`src/rtl/adder_core.sv`:
```
// Registered WIDTH-bit adder/subtractor with carry (not-borrow) and signed-overflow flags.
// Define ADDER_SAT_EN to saturate unsigned results instead of wrapping modulo 2^WIDTH.
module adder_core #(
    parameter int WIDTH = 4
) (
    input  logic             clk,
    input  logic             rst,
    input  logic             in_valid,
    input  logic             sub,
    input  logic [WIDTH-1:0] data_in1,
    input  logic [WIDTH-1:0] data_in2,
    output logic [WIDTH-1:0] data_out,
    output logic             carry_out,
    output logic             overflow,
    output logic             out_valid
);

    logic [WIDTH-1:0] operand_b;
    logic [WIDTH:0]   full_sum;
    logic [WIDTH-1:0] raw_result;
    logic [WIDTH-1:0] next_result;
    logic             next_carry;
    logic             next_overflow;

    // Subtraction is A + ~B + 1, so the top bit of the sum is the not-borrow flag.
    always_comb begin
        operand_b     = sub ? ~data_in2 : data_in2;
        full_sum      = {1'b0, data_in1} + {1'b0, operand_b} + {{WIDTH{1'b0}}, sub};
        raw_result    = full_sum[WIDTH-1:0];
        next_carry    = full_sum[WIDTH];
        next_overflow = 1'b0;
        if (sub) begin
            next_overflow = (data_in1[WIDTH-1] != data_in2[WIDTH-1]) &&
                            (raw_result[WIDTH-1] != data_in1[WIDTH-1]);
        end else begin
            next_overflow = (data_in1[WIDTH-1] == data_in2[WIDTH-1]) &&
                            (raw_result[WIDTH-1] != data_in1[WIDTH-1]);
        end
    end

`ifdef ADDER_SAT_EN
    // Unsigned saturation only; the flags still describe the unsaturated operation.
    always_comb begin
        next_result = raw_result;
        if (!sub && next_carry) begin
            next_result = {WIDTH{1'b1}};
        end else if (sub && !next_carry) begin
            next_result = {WIDTH{1'b0}};
        end
    end
`else
    always_comb begin
        next_result = raw_result;
    end
`endif

    always_ff @(posedge clk) begin
        if (rst) begin
            data_out  <= '0;
            carry_out <= 1'b0;
            overflow  <= 1'b0;
            out_valid <= 1'b0;
        end else begin
            out_valid <= in_valid;
            if (in_valid) begin
                data_out  <= next_result;
                carry_out <= next_carry;
                overflow  <= next_overflow;
            end
        end
    end

endmodule

```
`config.mk`:
```
export PLATFORM = sky130hd
export DESIGN_NAME = adder_core
export DESIGN_NICKNAME = d
export VERILOG_FILES = /design/src/rtl/adder_core.sv
export SDC_FILE = /design/constraint.sdc
export NUM_CORES = 1
export LEC_CHECK = 0
export CORE_UTILIZATION = 26
export DETAILED_ROUTE_END_ITERATION = 7
export SETUP_SLACK_MARGIN = 0.05
export SYNTH_ARGS = -nofsm -noshare
export SYNTH_HDL_FRONTEND = slang
export SYNTH_SLANG_ARGS = --single-unit
```
`constraint.sdc`:
```
create_clock -name clk -period 2.1 [get_ports clk]
set_input_delay 0.42 -clock clk [delete_from_list [all_inputs] [get_ports clk]]
set_output_delay 0.42 -clock clk [all_outputs]
set_load 0.01 [all_outputs]
```
==> flow_metrics.py <==
metrics = {
    "clocking": {
        "cts_sinks": 7,
        "clock_latency_ns": 0.25,
        "numCtsBuffers": 3,
        "htreeDepth": 1,
        "cts_tree": "yes",
        "cts_hold_buf": 0,
        "max-clock-path-buffers": 2,
        "clock-root-buffer": "clkbuf_4",
        "clk_pin_slew_ns": 0.05,
    },
    "drt": {
        "drt_iter0_drc": 7,
        "vias_per_cell": 4.60,
        "wire_per_inst_um": 9.56,
        "drt_pass1_iterations": 4,
        "vias": 460,
        "drc": 0,
        "wl_um": 956,
        "antenna_left": 0,
    },
    "setup_path": {
        "cp-end-kind": "flop",
        "start_kind": "primary input",
        "cp_max_fo": 3,
        "crit_type": "in2reg",
        "required_ns": 2.26,
        "crit_arrival_ns": 2.11,
    },
    "pwr": {
        "p_total_mw": 0.467,
        "power.leakage_nw": 0.347,
        "p_per_area_nw_per_um2": 579,
        "peakVddDrop_uv": 204,
    },
    "grt": {
        "grt_pass1_vias": 412,
        "grt_max_degree": 13,
        "grt_pass1_wl_mm": 1.60,
        "grt-ovfl-total": 0,
        "grt.total_usage_pct": 11.9,
        "grt_antenna_before_repair": 0,
    },
    "cells_and_area": {
        "fillers": 169,
        "stdcell_area_um2": 807,
        "nNetsFinal": 101,
        "area_growth_pct": 82.7,
        "finalNonFillerCells": 100,
        "drive_above_1_share_pct": 31.0,
        "diodes": 0,
    },
    "status": {
        "status": "finished, final reports clean",
    },
    "synth": {
        "synth-edff-count": 0,
        "synthTopCellsByArea": "dfxtp_1, ha_1, xor2_1",
        "synth.most_common_cell": "dfxtp_1",
        "synth_ff_type": "dfxtp_1",
        "synth_common_cells": "dfxtp_1, nor2_1",
        "syn-num-nets": 64,
        "synthesis.area_um2": 442,
        "async_reset_ff_share_pct": 0,
        "synth_top_area_cell": "dfxtp_1",
        "syn_area_per_cell_um2": 9.20,
        "synth_cell_types": 23,
        "syn_inst": 48,
        "synth_warnings": 0,
        "ys_seq_elements": 7,
        "yosys.area.top_type_share_pct": 31.7,
        "yosysSeqAreaShare_pct": 31.7,
    },
    "placement": {
        "dp_cells": 91,
        "placed_area_um2": 713,
        "portBuffers": 18,
        "routabilityCongestion": 0.785,
        "pre_cts_ws_ns": -0.470,
        "dp_hpwl_um": 736,
    },
    "sta": {
        "finalHoldViolCount": 0,
        "rsz0062_at_grt": "false",
        "finalSetupViolCount": 0,
        "post-route-min-period_ns": 1.95,
        "max_freq_mhz": 512,
        "post-route-period-util_pct": 93.0,
        "slew_headroom_pct": 74.1,
        "final_max_slew_viol_count": 0,
        "worst-slew-pin-transition_ns": 0.387,
        "setup_ws_ns": 0.147,
        "holdWs_ns": 0.477,
        "clock_skew_ns": 0,
    },
    "floorplanning": {
        "die-area_um2": 1870,
        "io_pins": 19,
        "floorplan.initialDensity_pct": 28.7,
        "rows": 14,
        "core-area_um2": 1540,
        "fp.dieH_um": 43.2,
        "die-width_um": 43.2,
    },
    "job": {
        "cap_viol_max_count": 0,
    },
    "hold_path": {
        "hold_class": "reg2reg",
    },
}
==> critical path, cell delays in order <==
cell	delay, ns
clkdlybuf4s50_1	0.48
ha_1	0.24
or4b_1	0.54
o2111ai_2	0.12
o21ai_1	0.08
a311oi_1	0.23
==> metal layers <==
| layer | track usage [%] | vias up | share of wire (%) |
|---|---|---|---|
| met3 | 2.55 | 2 | 6.2 |
| li1 | - | 243 | - |
| met1 | 12.9 | 199 | 42 |
| met5 | 0 | - | 0 |
| met2 | 19.7 | 16 | 50 |
| met4 | 9.09 | 0 | 0.84 |
==> registers in the layout, indices dropped and copies added (netlist names) <==
name and flops:
carry_out 1, data_out 4, out_valid 1, overflow 1
==> per-stage QoR <==
| step | utilization, % | TNS, ns |
|---|---|---|
| after floorplan | - | 0 |
| after global placement | 46.3 | -0.908 |
| after detailed placement | 46.3 | -1.05 |
| after CTS | 50.7 | 0 |
| after global routing | 52.4 | 0 |
| final | 52.4 | 0 |
==> cells by family (layout without fill, tap and decap cells) <==
family	Yosys count	after routing	share of synthesized area, %
multiplexers	3	3	7.65
buffers and inverters	3	39	2.55
XOR/XNOR	5	5	9.92
AND/OR/NAND/NOR	17	17	21.5
adder cells (fa/ha/maj)	4	4	13.0
AO/OA/AOI/OAI	9	9	13.6
flip-flops	7	7	31.7
==> cell type report <==
class	instances	area, µm²	share of cell area, %
clock buffers	4	26.3	3.26
inverters	2	7.51	0.930
multi-input cells	38	325	40.3
flip-flops and latches	7	140	17.4
well taps	16	20.0	2.48
repair buffers	33	288	35.7
==> what timing repair did <==
item                                    4_1_cts  5_1_grt
setup buffers                                 5        0
endpoints found under the setup margin        2        2
pin swaps                                     8        8
gates resized for setup                       6        7
==> path summary, 6_finish.rpt <==
path	slack, ns	cells past startpoint	start	to
worst min-delay path	0.48	2	data_out[3]	data_out[3]
worst max-delay path	0.15	6	data_in1[1]	overflow
worst max register to register	1.41	2	carry_out	carry_out
worst min register to register	0.48	2	data_out[3]	data_out[3]
==> power by group <==
group / total (mW) / leakage (nW) / internal (mW) / switching [mW]
clock network: 0.120 / 0.0150 / 0.0724 / 0.0479
logic: 0.195 / 0.274 / 0.120 / 0.0752
registers: 0.152 / 0.0581 / 0.146 / 0.00583
==> cells in the final DEF (no fill, tap or decap), drive strengths merged, types with 2 or more instances in the layout <==
master	netlist	layout
clkbuf	1	5
inv	2	2
o21ai	2	2
or3b	2	2
ha	3	3
a211oi	3	3
dfxtp	7	7
dlygate4sd2	0	2
nand2	3	3
nand3b	2	2
xor2	3	3
mux2i	3	3
xnor2	2	2
buf	0	15
clkdlybuf4s50	0	14
a21oi	2	2
nor2	6	6
Note: power is estimated with default switching activity, not from simulation.
